===== src/rtl/axi_write_slave.sv =====
// ---------------------------------------------------------------------------
// axi_write_slave
//
// AXI4 write subordinate for the AXI-to-I2C bridge. Accepts one AW request,
// sinks the W burst up to WLAST, forwards each accepted beat (with its
// computed address) over a valid/ready stream toward the I2C command FIFO,
// and returns one B response per burst. One transaction in flight at a time.
//
// Ports:
//   ACLK, ARESETn           clock (rising edge), synchronous active-low reset
//   AWVALID/AWREADY         write request handshake
//   AWADDR, AWSIZE, AWBURST start address, log2 bytes per beat, burst type
//   WVALID/WREADY           write data handshake
//   WDATA, WLAST            beat data, final beat marker
//   BVALID/BREADY, BRESP    write response handshake and code
//   out_valid/out_ready     forwarded beat handshake toward the I2C side
//   out_addr, out_data      address and data of the forwarded beat
//   out_last                forwarded beat carries WLAST
// ---------------------------------------------------------------------------
module axi_write_slave #(
    parameter int                    ADDR_WIDTH  = 8,
    parameter int                    DATA_WIDTH  = 32,
    parameter int                    SIZE_WIDTH  = 3,
    parameter int                    BURST_WIDTH = 2,
    parameter int                    RESP_WIDTH  = 2,
    parameter logic [ADDR_WIDTH-1:0] ADDR_LO     = 8'h80,
    parameter logic [ADDR_WIDTH-1:0] ADDR_HI     = 8'hBF,
    parameter int                    MAX_BEATS   = 16
) (
    input  logic                   ACLK,
    input  logic                   ARESETn,
    input  logic                   AWVALID,
    output logic                   AWREADY,
    input  logic [ADDR_WIDTH-1:0]  AWADDR,
    input  logic [SIZE_WIDTH-1:0]  AWSIZE,
    input  logic [BURST_WIDTH-1:0] AWBURST,
    input  logic                   WVALID,
    output logic                   WREADY,
    input  logic [DATA_WIDTH-1:0]  WDATA,
    input  logic                   WLAST,
    output logic                   BVALID,
    input  logic                   BREADY,
    output logic [RESP_WIDTH-1:0]  BRESP,
    output logic                   out_valid,
    input  logic                   out_ready,
    output logic [ADDR_WIDTH-1:0]  out_addr,
    output logic [DATA_WIDTH-1:0]  out_data,
    output logic                   out_last
);

    localparam logic [RESP_WIDTH-1:0]  RESP_OKAY    = RESP_WIDTH'(0);
    localparam logic [RESP_WIDTH-1:0]  RESP_SLVERR  = RESP_WIDTH'(2);
    localparam logic [RESP_WIDTH-1:0]  RESP_DECERR  = RESP_WIDTH'(3);
    localparam logic [BURST_WIDTH-1:0] BURST_FIXED  = BURST_WIDTH'(0);
    localparam logic [BURST_WIDTH-1:0] BURST_INCR   = BURST_WIDTH'(1);
    localparam logic [31:0]            BEAT_BYTES   = 32'(DATA_WIDTH / 8);
    localparam logic [7:0]             MAX_CNT      = 8'(MAX_BEATS);

    typedef enum logic [2:0] {
        IDLE = 3'b001,
        DATA = 3'b010,
        RESP = 3'b100
    } state_t;

    state_t                 state;
    logic                   awready_q;
    logic                   bvalid_q;
    logic [RESP_WIDTH-1:0]  bresp_q;
    logic [ADDR_WIDTH-1:0]  cur_addr;
    logic [SIZE_WIDTH-1:0]  cur_size;
    logic [BURST_WIDTH-1:0] cur_burst;
    logic [RESP_WIDTH-1:0]  cur_err;
    logic                   ovf_flag;
    logic [7:0]             beat_cnt;

    logic [RESP_WIDTH-1:0]  aw_err;
    logic                   in_data;
    logic                   at_max;
    logic                   drain;
    logic                   aw_hs;
    logic                   w_hs;

    // Decode of the incoming request; address window has priority over
    // size/burst checks.
    always_comb begin
        aw_err = RESP_OKAY;
        if ((AWADDR < ADDR_LO) || (AWADDR > ADDR_HI)) begin
            aw_err = RESP_DECERR;
        end else if (((32'd1 << AWSIZE) > BEAT_BYTES) ||
                     ((AWBURST != BURST_FIXED) && (AWBURST != BURST_INCR))) begin
            aw_err = RESP_SLVERR;
        end
    end

    // A beat is drained instead of forwarded when the burst was rejected at
    // decode, or once MAX_BEATS beats have already been accepted.
    assign in_data = (state == DATA);
    assign at_max  = (beat_cnt == MAX_CNT);
    assign drain   = (cur_err != RESP_OKAY) || ovf_flag || at_max;

    assign WREADY    = in_data && (drain || out_ready);
    assign out_valid = in_data && !drain && WVALID;
    assign out_last  = in_data && !drain && WLAST;
    assign out_addr  = cur_addr;
    assign out_data  = WDATA;

    assign AWREADY = awready_q;
    assign BVALID  = bvalid_q;
    assign BRESP   = bresp_q;

    assign aw_hs = (state == IDLE) && AWVALID && awready_q;
    assign w_hs  = in_data && WVALID && WREADY;

    // AWREADY is low in the first IDLE cycle after reset or after a B
    // handshake, which gives the minimum one-cycle gap between bursts.
    always_ff @(posedge ACLK) begin
        if (!ARESETn) begin
            state     <= IDLE;
            awready_q <= 1'b0;
            bvalid_q  <= 1'b0;
            bresp_q   <= RESP_OKAY;
            cur_addr  <= '0;
            cur_size  <= '0;
            cur_burst <= BURST_FIXED;
            cur_err   <= RESP_OKAY;
            ovf_flag  <= 1'b0;
            beat_cnt  <= 8'd0;
        end else begin
            case (state)
                IDLE: begin
                    if (aw_hs) begin
                        awready_q <= 1'b0;
                        cur_addr  <= AWADDR;
                        cur_size  <= AWSIZE;
                        cur_burst <= AWBURST;
                        cur_err   <= aw_err;
                        ovf_flag  <= 1'b0;
                        beat_cnt  <= 8'd0;
                        state     <= DATA;
                    end else begin
                        awready_q <= 1'b1;
                    end
                end

                DATA: begin
                    if (w_hs) begin
                        if (beat_cnt != 8'hFF) begin
                            beat_cnt <= beat_cnt + 8'd1;
                        end
                        if (at_max) begin
                            ovf_flag <= 1'b1;
                        end
                        if (cur_burst == BURST_INCR) begin
                            cur_addr <= cur_addr + (ADDR_WIDTH'(1) << cur_size);
                        end
                        if (WLAST) begin
                            bvalid_q <= 1'b1;
                            if (cur_err != RESP_OKAY) begin
                                bresp_q <= cur_err;
                            end else if (ovf_flag || at_max) begin
                                bresp_q <= RESP_SLVERR;
                            end else begin
                                bresp_q <= RESP_OKAY;
                            end
                            state <= RESP;
                        end
                    end
                end

                RESP: begin
                    if (BREADY) begin
                        bvalid_q <= 1'b0;
                        state    <= IDLE;
                    end
                end

                default: begin
                    state     <= IDLE;
                    awready_q <= 1'b0;
                    bvalid_q  <= 1'b0;
                end
            endcase
        end
    end

endmodule


===== config.mk =====
export PLATFORM = sky130hd
export DESIGN_NAME = axi_write_slave
export DESIGN_NICKNAME = d
export VERILOG_FILES = /design/src/rtl/axi_write_slave.sv
export SDC_FILE = /design/constraint.sdc
export NUM_CORES = 1
export LEC_CHECK = 0
export ABC_CLOCK_PERIOD_IN_PS = 2070
export CAP_MARGIN = 25
export CELL_PAD_IN_SITES_DETAIL_PLACEMENT = 0
export CELL_PAD_IN_SITES_GLOBAL_PLACEMENT = 1
export CORE_UTILIZATION = 28
export CTS_BUF_LIST = sky130_fd_sc_hd__clkbuf_8
export DETAILED_ROUTE_END_ITERATION = 6
export PLACE_DENSITY_LB_ADDON = 0.1
export RECOVER_POWER = 50
export SYNTH_ARGS = -nofsm -noshare
export SYNTH_HDL_FRONTEND = slang
export SYNTH_SLANG_ARGS = --single-unit

===== constraint.sdc =====
create_clock -name ACLK -period 2.07 [get_ports ACLK]
set_input_delay 0.414 -clock ACLK [delete_from_list [all_inputs] [get_ports ACLK]]
set_output_delay 0.414 -clock ACLK [all_outputs]
set_load 0.02 [all_outputs]

==> results.py, run 1 <==
metrics = {
    "clocking": {
        "numCtsBuffers": 5,
        "cts_buffer_depth": 2,
        "cts_tree": "built",
        "cts.sinks": 31,
        "clkLatencyLatePin_ps": 290,
        "cts_hold_buf": 0,
        "cts-root-buf": "clkbuf_8",
        "clkTransAtPathRegs_ps": 70,
        "ctsHtreeMaxLevel": 2,
    },
    "worst_setup_path": {
        "crit_path_max_fanout": 4,
        "worstPathCellList": "nor3_2 > ha_2 > inv_2 > fa_2 > buf_6 > nor2b_1 > o21ai_1 > a211oi_1 > a21oi_1 > a211oi_1",
        "start_kind": "flop",
        "crit_family": "compound AO/OA/AOI/OAI gates",
        "critPathSlowestCell": "fa_2",
        "critical_path_buf_inv_count": 2,
        "endpoint_kind": "flop",
        "required_ps": 2270,
        "cpMostUsedCell": "a211oi_1",
        "arrival_ps": 2240,
        "max_stage_delay_ps": 370,
        "crit_type": "reg -> reg",
    },
    "sta": {
        "setup_violations": 0,
        "max_freq_mhz": 489.8,
        "slew_violations": 0,
        "whs_ps": 472.3,
        "layout_setup_ws_ps": 28.46,
        "hold_viol_final": 0,
        "max_slew.worst_pin.slew_ps": 382.1,
        "final.min_clock_period_ps": 2042,
        "clock_skew_ps": 7.870,
        "relSlewSlack": 0.7447,
        "period_share": 0.9862,
        "grt_setup_unrepaired": "true",
    },
    "placed_design": {
        "place_ws_ps": -367.1,
        "dpl-instance-area_sq_mm": 0.002813,
        "dp_hpwl_um": 4754,
        "io_buffers": 34,
        "gp_congestion": 0.7427,
    },
    "finish": {
        "nets": 397,
        "synthToLayoutAreaGrowth_pct": 38.04,
        "drive_above_1_share": 0.3631,
        "finalCoreUtilization": 0.4067,
        "num_antenna_cells": 0,
        "stdcell_area_sq_mm": 0.003192,
    },
    "floorplan": {
        "ios": 99,
        "die_y_um": 92.88,
        "start_util": 0.2946,
        "die_x_um": 92.88,
        "core_area_sq_mm": 0.007848,
        "die-area_sq_mm": 0.008626,
        "num_rows": 32,
    },
    "global_routing": {
        "grt_pass1_wl_um": 10250,
        "overflow": 0,
        "first_global_vias": 2059,
        "antenna_found_initial": 0,
        "grt_usage": 0.1525,
        "grt_max_degree": 22,
    },
    "route": {
        "wire_per_inst_um": 14.73,
        "drc": 0,
        "wirelength_um": 6451,
        "ant_nets": 0,
        "drt_iter0_markers": 59,
        "drtPass1Iterations": 4,
        "viasPerCell": 4.858,
        "vias": 2128,
    },
    "synthesis": {
        "syn-cell-area_sq_mm": 0.002312,
        "yosys_warnings": 0,
        "synth_flop_cell": "dfxtp_1",
        "syn_nets": 346,
        "synth_area_leaders": "dfxtp_1 27%, buf_4 11%, a21oi_1 5.2%, ha_1 4.9%, nand2_1 4.7%",
        "ys_seq_elements": 31,
        "ys_async_sr_fraction": 0,
        "yosysUniqueCellTypes": 55,
        "synth_top_area_cell": "dfxtp_1",
        "synth_edf_count": 0,
        "synth.avg_cell_area_sq_um": 8.142,
        "synth_most_common_cell": "buf_4",
        "yosysSeqAreaShare": 0.2684,
        "netlist_instances": 284,
        "yosysTopAreaCellShare": 0.2684,
        "synthTopCellsByCount": "34 x buf_4, 31 x dfxtp_1, 29 x nand2_1, 26 x nor2_1, 24 x a21oi_1",
    },
    "job": {
        "maxCapViolCount": 0,
    },
    "pwr": {
        "power.density_mw_per_mm2": 1116,
        "ir_drop_mv": 0.5220,
        "power_mw": 3.563,
        "p_leak_nw": 1.267,
    },
    "min_path": {
        "min-delay-path-class": "reg -> reg",
    },
    "outcome": {
        "status": "completed",
    },
}
per-stage QoR:
| stage | cells | setup TNS [ps] |
|---|---|---|
| final | 438 | 0 |
| after global routing | 438 | -172.1 |
| after CTS | 431 | -14.84 |
| after global placement | 422 | -3319 |
| after floorplan | 284 | 0 |
| after detailed placement | 422 | -3362 |
placed cells by master (no fill, tap or decap), drive strengths merged, types with 3 or more instances in the layout:
cell type	n
buf	60
dfxtp	31
nand2	30
clkdlybuf4s50	28
nor2	27
a21oi	26
nand3	12
o21ai	12
nor3	10
inv	9
ha	9
nor3b	8
clkbuf	6
a311oi	6
a31oi	4
nor2b	3
a211oi	3
o221ai	3
dlygate4sd3	3
nor4b	3
or3b	3
nand2b	3
power by group:
part	switching [mW]	internal (mW)
Clock	0.244	0.390
Sequential	0.174	0.757
Combinational	0.984	1.02
Total	1.40	2.16
layer usage:
metal | part of all wire | global-route usage | vias to the layer above
met5 | 0 | 0 | -
met4 | 0.0091 | 0.04103 | 0
met3 | 0.041 | 0.02874 | 6
met2 | 0.49 | 0.2567 | 47
met1 | 0.46 | 0.1976 | 989
li1 | - | - | 1086
registers in the layout, summed over array words and instances (netlist names):
| register | flops |
|---|---|
| AWREADY | 1 |
| BRESP | 2 |
| BVALID | 1 |
| beat_cnt | 8 |
| cur_burst | 2 |
| cur_err | 2 |
| cur_size | 3 |
| out_addr | 8 |
| ovf_flag | 1 |
| state | 3 |
worst paths after layout:
| path | startpoint | to | slack [ps] | cells after the start |
|---|---|---|---|---|
| max reg2reg | cur_size[1] | out_addr[4] | 30 | 10 |
| max | cur_size[1] | out_addr[4] | 30 | 10 |
| min reg2reg | cur_burst[0] | cur_burst[0] | 470 | 2 |
| min | cur_burst[0] | cur_burst[0] | 470 | 2 |
timing repair:
| item | in CTS | in global routing |
|---|---|---|
| endpoints found under the setup margin | 12 | 22 |
| pin swaps | 8 | 26 |
| resized for setup | 35 | 35 |
| setup buffers | 1 | 7 |
| cloned | 0 | 0 |
final cells by class:
| cell class | count | area [sq um] |
|---|---|---|
| Tap cell | 102 | 127.6 |
| Clock buffer | 6 | 82.58 |
| Fill cell | 864 | 4656 |
| Inverter | 9 | 33.78 |
| Timing Repair Buffer | 91 | 807.0 |
| Multi-Input combinational cell | 197 | 1474 |
| Sequential cell | 31 | 631.9 |
| Clock inverter | 2 | 35.03 |
tightest hold or removal path, delay by kind of cell, from the launching register on:
kind / cells / cell delay [ps]
and+or+nand+nor: 1 / 50
DFF: 1 / 320
AOI/OAI and AO/OA: 1 / 50
cell families after synthesis:
group	count (synthesis)	synth area share
flip-flops	31	0.2684
AO/OA/AOI/OAI	70	0.2105
AND/OR/NAND/NOR	112	0.2787
buffers and inverters	56	0.1650
multiplexers	2	0.008658
adder cells (fa/ha/maj)	10	0.05736
XOR/XNOR	3	0.01137
No activity file was read; power rests on OpenSTA's default activity.
==> run 2: changes to the inputs <==
TNS_END_PERCENT = 30   (was default)
==> run 2 against run 1 <==
  * Die area stayed put
  * Clock power barely moved
  * Wire length shrank 0.37%
  * Clock skew about the same
  * Critical path depth decreased by 1
  * Setup slack got worse by 23 ps
  * Highest routed layer unchanged
==> results.py, run 2 (synthesis results as in run 1) <==
metrics = {
    "sta": {
        "final.min_clock_period_ps": 2065,
        "max_slew.worst_pin.slew_ps": 464.7,
        "period_share": 0.9974,
        "max_freq_mhz": 484.3,
        "relSlewSlack": 0.6894,
        "setup_violations": 0,
        "finalSetupTns_ps": 0,
        "hold_viol_final": 0,
        "clock_skew_ps": 8.271,
        "grt_setup_unrepaired": "true",
        "whs_ps": 471.1,
        "slew_violations": 0,
    },
    "clocking": {
        "cts-root-buf": "clkbuf_8",
        "cts.sinks": 31,
        "numCtsBuffers": 5,
        "ctsHtreeMaxLevel": 2,
        "cts_buffer_depth": 2,
        "cts_tree": "built",
        "clkTransAtPathRegs_ps": 70,
        "clkLatencyLatePin_ps": 290,
    },
    "finish": {
        "synthToLayoutAreaGrowth_pct": 37.18,
        "fillers": 863,
        "finalCoreUtilization": 0.4042,
        "mostFrequentLayoutCell": "buf_4",
        "nets": 395,
        "final_cell_mix": "50 x buf_4, 29 x clkdlybuf4s50_1, 28 x nand2_1",
        "num_antenna_cells": 0,
        "drive_above_1_share": 0.3503,
    },
    "placed_design": {
        "io_buffers": 34,
        "gp_congestion": 0.7427,
        "dp_hpwl_um": 4754,
    },
    "worst_setup_path": {
        "start_kind": "flop",
        "endpoint_kind": "flop",
        "crit_path_max_fanout": 4,
        "crit_type": "reg -> reg",
        "arrival_ps": 2220,
        "required_ps": 2220,
    },
    "global_routing": {
        "first_global_vias": 2047,
        "grt_usage": 0.1521,
        "grt_max_degree": 22,
        "antenna_found_initial": 0,
        "overflow": 0,
        "grt_pass1_wl_um": 10250,
    },
    "route": {
        "viasPerCell": 4.904,
        "dr_wl_met2_um": 3163,
        "drc": 0,
        "wirelength_um": 6427,
        "drtPass1Iterations": 6,
        "ant_nets": 0,
        "wl_met3_um": 239,
        "drt_iter0_markers": 54,
        "wire_per_inst_um": 14.74,
        "vias": 2138,
        "top_layer_used": "met4",
        "drt-met1-wl_um": 2956,
    },
    "job": {
        "maxCapViolCount": 0,
    },
    "floorplan": {
        "num_rows": 32,
        "die_y_um": 92.88,
        "core_area_sq_mm": 0.007848,
        "ios": 99,
        "die_x_um": 92.88,
        "die-area_sq_mm": 0.008626,
        "start_util": 0.2946,
    },
    "pwr": {
        "ir_drop_mv": 0.5313,
        "power_mw": 3.525,
        "power.density_mw_per_mm2": 1111,
        "p_leak_nw": 1.252,
    },
    "min_path": {
        "min-delay-path-class": "reg -> reg",
    },
    "outcome": {
        "status": "completed",
    },
}
[run 2: changes by cell type in the layout (fill, tap and decap cells not counted), sizes merged]
cell,before,now
buf,60,58
clkdlybuf4s50,28,29
dlygate4sd3,3,2
[run 2: layer usage]
layer  track usage  vias to the layer above
met5             0                        -
met4       0.04103                        0
met3       0.02874                        7
met2        0.2525                       45
met1        0.2001                     1008
li1              -                     1078
[run 2: timing repair]
action	in CTS	in global routing
resized for setup	25	41
buffers inserted	0	6
hold buffers	0	0
endpoints found under the setup margin	12	22
hold endpoints to repair	0	0
pin swaps	1	24
gates cloned	0	0
[run 2: where the power goes]
part	internal, mW	total (mW)	switching, mW	leakage, nW
registers	0.757	0.937	0.181	0.256
logic	0.980	1.95	0.974	0.935
clock network	0.390	0.634	0.244	0.0612
total	2.13	3.52	1.40	1.25
[run 2: metrics by stage]
stage / cell area, sq um / instances / setup WS [ps]
after CTS: 2965 / 430 / -68.87
after global routing: 3172 / 436 / -96.41
after global placement: 2813 / 422 / -373.1
after detailed placement: 2813 / 422 / -367.1
final: 3172 / 436 / 5.320
after floorplan: 2312 / 284 / 25.15
[run 2: worst max-delay path, cell delays in order, from the launching register on]
cell and delay [ps]:
dfxtp_4 370, nor3_4 170, ha_2 200, inv_2 40, fa_2 390, nand2b_4 170, a21oi_4 150, o21ai_1 90
mux2i_1 220, a311oi_2 120
[run 2: final timing paths]
path           startpoint           end  slack, ps  cells past startpoint
max           cur_size[1]   out_addr[6]          5                      9
min          cur_burst[0]  cur_burst[0]        470                      2
max reg2reg   cur_size[1]   out_addr[6]          5                      9
min reg2reg  cur_burst[0]  cur_burst[0]        470                      2
[run 2: layout make-up]
class,instances,area [sq um],area share
Multi-Input combinational cell,197,1478,0.4659
Timing Repair Buffer,89,784.5,0.2473
Sequential cell,31,630.6,0.1988
Tap cell,102,127.6,0.04024
Clock buffer,6,82.58,0.02604
Clock inverter,2,35.03,0.01105
Inverter,9,33.78,0.01065
==> run 3: changes to the inputs <==
CORE_UTILIZATION = 27   (was 28)
CTS_BUF_LIST = default   (was sky130_fd_sc_hd__clkbuf_8)
==> run 3 against run 2 <==
  * Via count fell by 0.70%
  * Sequential power fell by 2.7%
  * Wire length fell by 1.3%
  * Critical path depth fell by 1
  * Clock skew rose by 0.83 ps
  * Fmax rose by 0.34%
  * Clock-buffer cell count did not move
  * Largest power group unchanged
  * Final cell count fell by 0.23%
  * Core utilization fell by 3.3 points
  * Power fell by 3.8%
  * Register-to-register slack improved by 20 ps
==> results.py, run 3 (synthesis results as in run 1) <==
metrics = {
    "outcome": {
        "status": "completed",
    },
    "sta": {
        "clock_skew_ps": 9.101,
        "relSlewSlack": 0.7103,
        "whs_ps": 458.8,
        "max_slew.worst_pin.slew_ps": 433.5,
        "grt_setup_unrepaired": "true",
        "finalSetupTns_ps": 0,
        "hold_viol_final": 0,
        "final.min_clock_period_ps": 2058,
        "slew_violations": 0,
        "period_share": 0.9940,
        "setup_violations": 0,
        "max_freq_mhz": 486.0,
    },
    "global_routing": {
        "antenna_found_initial": 0,
        "first_global_vias": 2106,
        "overflow": 0,
        "grt_pass1_wl_um": 9991,
        "grt_max_degree": 22,
        "grt_usage": 0.1448,
    },
    "floorplan": {
        "die_y_um": 94.54,
        "core_area_sq_mm": 0.008258,
        "num_rows": 33,
        "die-area_sq_mm": 0.008938,
        "ios": 99,
        "die_x_um": 94.54,
        "start_util": 0.2800,
    },
    "clocking": {
        "clkLatencyLatePin_ps": 290,
        "numCtsBuffers": 5,
        "cts-root-buf": "clkbuf_8",
        "clkTransAtPathRegs_ps": 70,
        "cts.sinks": 31,
        "cts_buffer_depth": 2,
        "ctsHtreeMaxLevel": 2,
        "cts_hold_buf": 0,
        "cts_tree": "built",
    },
    "finish": {
        "fillers": 876,
        "stdcell_area_sq_mm": 0.003067,
        "num_antenna_cells": 0,
        "synthToLayoutAreaGrowth_pct": 32.63,
        "nets": 391,
        "finalCoreUtilization": 0.3714,
        "drive_above_1_share": 0.3303,
        "mostFrequentLayoutCell": "buf_4",
        "final_cell_mix": "51 x buf_4, 31 x clkdlybuf4s50_1, 29 x nand2_1",
    },
    "route": {
        "drtPass1Iterations": 4,
        "drt_iter0_markers": 51,
        "vias": 2123,
        "ant_nets": 0,
        "viasPerCell": 4.880,
        "drc": 0,
        "wire_per_inst_um": 14.58,
        "wirelength_um": 6344,
    },
    "job": {
        "maxCapViolCount": 0,
    },
    "placed_design": {
        "io_buffers": 34,
        "dp_hpwl_um": 4708,
        "gp_congestion": 0.7333,
        "dpl-instance-area_sq_mm": 0.002796,
    },
    "pwr": {
        "p_leak_nw": 1.209,
        "power_mw": 3.391,
        "ir_drop_mv": 0.5592,
        "power.density_mw_per_mm2": 1106,
    },
    "worst_setup_path": {
        "required_ps": 1660,
        "crit_type": "reg -> out",
        "crit_path_max_fanout": 4,
        "start_kind": "flop",
        "arrival_ps": 1640,
        "endpoint_kind": "output port",
    },
    "min_path": {
        "min-delay-path-class": "reg -> reg",
    },
}
-- run 3: path summary, 6_finish.rpt --
check,startpoint,endpoint,slack (ps),cells after the start
max,beat_cnt[0],out_valid,10,8
min,cur_burst[0],cur_burst[0],460,2
max reg2reg,beat_cnt[0],out_addr[3],30,10
min reg2reg,cur_burst[0],cur_burst[0],460,2
-- run 3: final cells by class --
class / count / area, sq um / area share
multi-input combinational: 197 / 1434 / 0.4676
clock buffer: 6 / 82.58 / 0.02693
timing repair buffer: 85 / 720.7 / 0.2350
clock inverter: 2 / 35.03 / 0.01142
tap: 105 / 131.4 / 0.04284
sequential: 31 / 629.4 / 0.2052
inverter: 9 / 33.78 / 0.01102
-- run 3: routing by layer --
layer,up-vias,track usage,wire length [um]
met2,51,0.2705,3220
met5,-,0,0
met3,4,0.02415,252
met4,0,0.04167,28
li1,1071,-,-
met1,997,0.1679,2843
-- run 3: power by group --
part	switching [mW]	internal [mW]	total [mW]
clock	0.252	0.390	0.642
sequential	0.157	0.754	0.912
combinational	0.944	0.894	1.84
total	1.35	2.04	3.39
-- run 3: worst max-delay path, cell delays in order, from the launching register on --
cell	delay, ps
dfxtp_2	330
inv_2	60
ha_4	120
nor4b_4	320
buf_4	180
a21oi_2	50
nand3_2	110
nor2_1	50
buf_4	150
-- run 3: metrics by stage --
step	setup WS [ps]	std cells
finish	12.37	435
global route	-108.0	435
CTS	-31.00	432
detailed placement	-373.4	424
global placement	-381.2	424
floorplan	25.15	284
-- run 3: timing repair --
action / 4_1_cts / 5_1_grt
resized for setup: 31 / 19
pin swaps: 7 / 11
buffers inserted: 0 / 3
setup endpoints to repair: 12 / 13
